## src/rtl/regbank_pkg.sv

```systemverilog
// Shared widths and the write-back queue entry type
// for the 4x8-bit register bank write-back path.
package regbank_pkg;

    localparam int DATA_W = 8;
    localparam int ADDR_W = 2;

    typedef struct packed {
        logic [ADDR_W-1:0] reg_idx;
        logic [DATA_W-1:0] data;
    } wb_entry_t;

endpackage

```

## src/rtl/wb_fifo.sv

```systemverilog
// Write-back queue: DEPTH entries of wb_entry_t.
// Ports: clock, reset_n (async, active-low);
//   push/push_entry enqueue, pop dequeue;
//   head = oldest entry, count, full, empty;
//   ord_entry/ord_valid = contents oldest-first,
//   used by the top for forwarding lookups.
module wb_fifo
    import regbank_pkg::*;
#(
    parameter int DEPTH = 2,
    parameter int CNT_W = $clog2(DEPTH + 1)
) (
    input  logic             clock,
    input  logic             reset_n,
    input  logic             push,
    input  wb_entry_t        push_entry,
    input  logic             pop,
    output wb_entry_t        head,
    output logic [CNT_W-1:0] count,
    output logic             full,
    output logic             empty,
    output wb_entry_t        ord_entry [DEPTH],
    output logic [DEPTH-1:0] ord_valid
);

    localparam int PTR_W = $clog2(DEPTH);

    wb_entry_t        mem_q [DEPTH];
    logic [PTR_W-1:0] rd_ptr;
    logic [PTR_W-1:0] wr_ptr;
    logic             do_push;
    logic             do_pop;

    assign full    = (count == CNT_W'(DEPTH));
    assign empty   = (count == '0);
    assign do_push = push & ~full;
    assign do_pop  = pop & ~empty;
    assign head    = mem_q[rd_ptr];

    // Pointers wrap naturally since DEPTH is a power of two.
    always_ff @(posedge clock or negedge reset_n) begin
        if (!reset_n) begin
            rd_ptr <= '0;
            wr_ptr <= '0;
            count  <= '0;
            for (int i = 0; i < DEPTH; i++) begin
                mem_q[i] <= '0;
            end
        end else begin
            if (do_push) begin
                mem_q[wr_ptr] <= push_entry;
                wr_ptr        <= wr_ptr + PTR_W'(1);
            end
            if (do_pop) begin
                rd_ptr <= rd_ptr + PTR_W'(1);
            end
            count <= count + CNT_W'(do_push)
                           - CNT_W'(do_pop);
        end
    end

    // Age-ordered view: index 0 is the oldest entry.
    always_comb begin
        for (int i = 0; i < DEPTH; i++) begin
            ord_entry[i] = mem_q[rd_ptr + PTR_W'(i)];
            ord_valid[i] = (CNT_W'(i) < count);
        end
    end

endmodule

```

## src/rtl/regbank_wb_ctrl.sv

```systemverilog
// Write-back initiator for the register bank: arbitrates ALU and
// load requests into a queue, drains one bank write per cycle and
// forwards pending values to the decode read ports.
// Ports: clock, reset_n (async, active-low);
//   alu_*/mem_* valid/ready request channels (mem has priority);
//   wr_hold inhibits draining;
//   rd_addr1/2 -> fwd_hit1/2, fwd_data1/2 forwarding;
//   WriteReg/WriteData/RegWrite registered bank port;
//   busy = queue non-empty or write in flight.
module regbank_wb_ctrl
    import regbank_pkg::*;
#(
    parameter int DEPTH = 2
) (
    input  logic              clock,
    input  logic              reset_n,
    input  logic              alu_valid,
    output logic              alu_ready,
    input  logic [ADDR_W-1:0] alu_reg,
    input  logic [DATA_W-1:0] alu_data,
    input  logic              mem_valid,
    output logic              mem_ready,
    input  logic [ADDR_W-1:0] mem_reg,
    input  logic [DATA_W-1:0] mem_data,
    input  logic              wr_hold,
    input  logic [ADDR_W-1:0] rd_addr1,
    input  logic [ADDR_W-1:0] rd_addr2,
    output logic              fwd_hit1,
    output logic [DATA_W-1:0] fwd_data1,
    output logic              fwd_hit2,
    output logic [DATA_W-1:0] fwd_data2,
    output logic [ADDR_W-1:0] WriteReg,
    output logic [DATA_W-1:0] WriteData,
    output logic              RegWrite,
    output logic              busy
);

    localparam int CNT_W = $clog2(DEPTH + 1);

    wb_entry_t        push_entry;
    wb_entry_t        head;
    wb_entry_t        ord_entry [DEPTH];
    logic [DEPTH-1:0] ord_valid;
    logic [CNT_W-1:0] count;
    logic             full;
    logic             empty;
    logic             push;
    logic             pop;

    // Readiness depends on registered state only; a pop in the
    // same cycle does not free a slot early.
    assign mem_ready = reset_n & ~full;
    assign alu_ready = reset_n & ~full & ~mem_valid;

    assign push = (mem_valid & mem_ready)
                | (alu_valid & alu_ready);
    assign pop  = ~empty & ~wr_hold;
    assign busy = ~empty | RegWrite;

    always_comb begin
        push_entry = '0;
        if (mem_valid) begin
            push_entry.reg_idx = mem_reg;
            push_entry.data    = mem_data;
        end else begin
            push_entry.reg_idx = alu_reg;
            push_entry.data    = alu_data;
        end
    end

    wb_fifo #(
        .DEPTH (DEPTH),
        .CNT_W (CNT_W)
    ) u_fifo (
        .clock      (clock),
        .reset_n    (reset_n),
        .push       (push),
        .push_entry (push_entry),
        .pop        (pop),
        .head       (head),
        .count      (count),
        .full       (full),
        .empty      (empty),
        .ord_entry  (ord_entry),
        .ord_valid  (ord_valid)
    );

    // Bank write stage: address/data hold when idle.
    always_ff @(posedge clock or negedge reset_n) begin
        if (!reset_n) begin
            RegWrite  <= 1'b0;
            WriteReg  <= '0;
            WriteData <= '0;
        end else begin
            RegWrite <= pop;
            if (pop) begin
                WriteReg  <= head.reg_idx;
                WriteData <= head.data;
            end
        end
    end

    // Lowest priority first (output stage), then queue oldest to
    // youngest, so the last match left standing is the newest.
    always_comb begin
        fwd_hit1  = 1'b0;
        fwd_data1 = '0;
        fwd_hit2  = 1'b0;
        fwd_data2 = '0;
        if (RegWrite && WriteReg == rd_addr1) begin
            fwd_hit1  = 1'b1;
            fwd_data1 = WriteData;
        end
        if (RegWrite && WriteReg == rd_addr2) begin
            fwd_hit2  = 1'b1;
            fwd_data2 = WriteData;
        end
        for (int i = 0; i < DEPTH; i++) begin
            if (ord_valid[i]
                && ord_entry[i].reg_idx == rd_addr1) begin
                fwd_hit1  = 1'b1;
                fwd_data1 = ord_entry[i].data;
            end
            if (ord_valid[i]
                && ord_entry[i].reg_idx == rd_addr2) begin
                fwd_hit2  = 1'b1;
                fwd_data2 = ord_entry[i].data;
            end
        end
    end

endmodule

```

## config.mk

```make
export PLATFORM = sky130hd
export DESIGN_NAME = regbank_wb_ctrl
export DESIGN_NICKNAME = d
export VERILOG_FILES = /design/src/rtl/regbank_pkg.sv /design/src/rtl/wb_fifo.sv /design/src/rtl/regbank_wb_ctrl.sv
export SDC_FILE = /design/constraint.sdc
export NUM_CORES = 1
export LEC_CHECK = 0
export ABC_AREA = 1
export BUFFER_PORTS_ARGS = -buffer_cell sky130_fd_sc_hd__buf_4
export CAP_MARGIN = 0
export CORE_MARGIN = 5
export CORE_UTILIZATION = 25
export CTS_BUF_LIST = sky130_fd_sc_hd__clkbuf_4 sky130_fd_sc_hd__clkbuf_8
export DETAILED_ROUTE_END_ITERATION = 6
export PLACE_DENSITY = 0.54
export SETUP_SLACK_MARGIN = 0.15
export SYNTH_ARGS = -nofsm -noshare
export SYNTH_HDL_FRONTEND = slang
export SYNTH_SLANG_ARGS = --single-unit
```

## constraint.sdc

```tcl
create_clock -name clock -period 2.3 [get_ports clock]
set_clock_uncertainty 0.1 [all_clocks]
set_input_delay 0.115 -clock clock [delete_from_list [all_inputs] [get_ports clock]]
set_output_delay 0.115 -clock clock [all_outputs]
set_load 0.1 [all_outputs]
```

==> run_results.csv <==
group,metric,value,unit
synthesis,synthSimpleGateAreaFrac,0.414,
timing,fmax,0.466,GHz
synthesis,synth-compound-area-share,0.0878,
setup_path,cp_max_fo,15,
synthesis,yosys-top-cells-area,"dfrtp_1, nand2_1, nand3_1, o21ai_0, mux2_2",
synthesis,postSynthAreaPerCell,6.92,sq um
synthesis,syn-cell-area,0.00244,sq mm
synthesis,synth_top_family_by_area,"simple AND/OR/NAND/NOR gates",
synthesis,synth_most_common_cell,"nand2_1",
routing,drt_iter0_markers,89,
global_route,grt_pass1_vias,2459,
timing,hold_viol_final,0,
routing,wl_per_cell,12.9,microns
global_route,grt_antenna_before_repair,0,
synthesis,ys_top_cells_by_count,"nand2_1, nand3_1, o21ai_0, dfrtp_1, inv_1",
hold_path,min_path_type,"primary input to flop",
clock_network,clock-sinks,35,
setup_path,cp.required,2.09,ns
global_route,grt_max_degree,37,
synthesis,synthCells,352,
timing,finalWorstPathRequiredPeriod,2.15,ns
routing,wl,7.29,mm
die,die_area,0.0118,sq mm
global_route,grt_first_pass_wirelength,12.0,mm
clock_network,clk_pin_slew,0.08,ns
placed_design,io_buffers,60,
setup_path,rrSetupSlack,0.53,ns
synthesis,ys_seq_area_frac,0.359,
job,drv_cap,0,
cells_and_area,n_fill_cell,1033,
die,initial_core_util,0.253,
routing,antenna_left,0,
setup_path,crit_type,"flop to primary output",
synthesis,yosys_warnings,0,
synthesis,muxShareOfSynthArea,0.0462,
setup_path,slowest_stage,"dfrtp_2",
clock_network,cts_htree_levels,2,
synthesis,synth-async-reset-ratio,1.00,
cells_and_area,area_growth,58.7,%
cells_and_area,drive_above_1_share,0.423,
cells_and_area,instances_no_fill,566,
timing,tns,0,ns
timing,finalSetupViolations,0,
die,num_io_pins,61,
synthesis,ys_types,24,
cells_and_area,fin_util,0.401,
synthesis,synth-seq-cells,35,
placed_design,hpwl,5.69,mm
setup_path,max_stage_delay,0.46,ns
setup_path,arrival,1.93,ns
setup_path,path_delay_family,"flip-flops",
setup_path,cp-start-kind,"flop",
synthesis,syn_nets,383,
synthesis,synthAdderAreaFrac,0.0103,
synthesis,ys.flop_type,"dfrtp_1",
die,row_count,36,
cells_and_area,fin_nets,463,
clock_network,clockRootBuffer,"clkbuf_8",
synthesis,synth_top_area_share,0.359,
routing,first_pass_iters,4,
timing,slew_violations,0,
clock_network,clk_latency,0.29,ns
placed_design,gp_congestion,0.865,
routing,via_count,2551,
placed_design,post-place-cells,545,
global_route,overflow,0,
timing,rsz0062_at_grt,"yes",
setup_path,path_buf_inv,3,
clock_network,cts_made_buffers,5,
setup_path,cp_cell_sequence,"buf_12, buf_4, o21ai_0, nand3_1, nand3_2, nand2_4, buf_12",
outcome,status,"complete, no violations",
routing,drt-vias-per-instance,4.51,
routing,drc,0,
global_route,grt_use_total,0.127,
synthesis,yosysTopAreaCell,"dfrtp_1",
clock_network,tritoncts,"yes",
clock_network,clockBufferDepth,2,
setup_path,cpMostUsedCell,"buf_12",
timing,tightest_slew,0.481,ns
die,fp.coreArea,0.00964,sq mm
synthesis,synth_xor_area_frac,0.0252,
synthesis,synth_edf_count,0,
timing,max_slew_margin,0.676,
die,die_h,109,microns
timing,post-route-period-util,0.933,
cells_and_area,antenna_cells,0,
setup_path,end_kind,"primary output",
die,die_w,109,microns
==> through the flow <==
stage	cell area (sq um)	hold slack, ns	worst slack, ns
6_report	3870	0.0287	0.154
5_1_grt	3870	0.0269	0.0797
4_1_cts	3590	0.0236	0.132
3_5_place_dp	3250	0.112	0.249
3_3_place_gp	3250	0.102	0.297
2_1_floorplan	2600	-0.281	0.249
==> tightest hold or removal path: stages <==
cell and delay, ns:
buf_4 0.09, nor2_4 0.03, buf_4 0.14
==> worst paths after layout <==
check	depth (start not counted)	end	start
max in group asynchronous	3	WriteReg[1]$_DFFE_PN0P_	reset_n
hold / removal	3	RegWrite$_DFF_PN0_	wr_hold
setup / recovery	7	fwd_data1[1]	u_fifo.rd_ptr$_DFFE_PN0P_
setup reg to reg	9	u_fifo.count[1]$_DFF_PN0_	u_fifo.count[1]$_DFF_PN0_
hold reg to reg	2	u_fifo.mem_q[10]$_DFFE_PN0P_	u_fifo.mem_q[10]$_DFFE_PN0P_
min in group asynchronous	3	u_fifo.wr_ptr$_DFFE_PN0N_	reset_n
==> layout by cell type (no fill, tap or decap), drive strengths merged <==
| cell type | Yosys | routed |
|---|---|---|
| and2 | 1 | 1 |
| nor2 | 16 | 16 |
| a21boi | 1 | 1 |
| ha | 2 | 2 |
| clkinvlp | 0 | 1 |
| dlygate4sd3 | 0 | 1 |
| nand3 | 60 | 60 |
| nand2 | 145 | 145 |
| xor2 | 4 | 4 |
| clkbuf | 1 | 7 |
| or2 | 1 | 1 |
| xnor2 | 3 | 3 |
| dfrtp | 35 | 35 |
| o21ai | 39 | 39 |
| buf | 7 | 79 |
| nand3b | 2 | 2 |
| clkinv | 2 | 3 |
| inv | 23 | 23 |
| mux2 | 10 | 10 |
==> layer usage <==
metal,wire length (microns),part of all wire,up-vias,GRT usage
met4,108,0.015,0,0.0343
met2,3400,0.47,57,0.202
met1,3490,0.48,1171,0.173
li1,-,-,1315,-
met3,300,0.041,8,0.0278
met5,0,0,-,0
==> repair_timing <==
item                                   4_1_cts  5_1_grt
gates cloned                                 0        1
resized for setup                           49       54
pin swaps                                    2        9
setup buffers                                4        7
hold buffers                                 1        0
setup endpoints to repair                   16       18
endpoints found under the hold margin       35        0
==> layout make-up <==
type	count	area, sq um	area share
clock inverters	2	12.5	0.00323
repair buffers	81	902	0.233
flip-flops and latches	35	882	0.228
well taps	133	166	0.0430
clock buffers	6	76.3	0.0197
multi-input cells	284	1730	0.446
inverters	25	104	0.0268
==> registers in the layout (all words and copies together) (netlist names) <==
name           cells
u_fifo.count       2
u_fifo.wr_ptr      1
u_fifo.mem_q      20
WriteData          8
u_fifo.rd_ptr      1
RegWrite           1
WriteReg           2
==> kinds of logic after synthesis <==
| logic type | count (synthesis) |
|---|---|
| mux | 10 |
| buf+inv | 33 |
| fa+ha+maj | 2 |
| xor+xnor | 7 |
| simple gates | 225 |
| compound gates | 40 |
| flops | 35 |
Power is left out: the tool's default activity adds up to more than one toggle a clock period on the data nets, which glitch-free logic cannot reach.
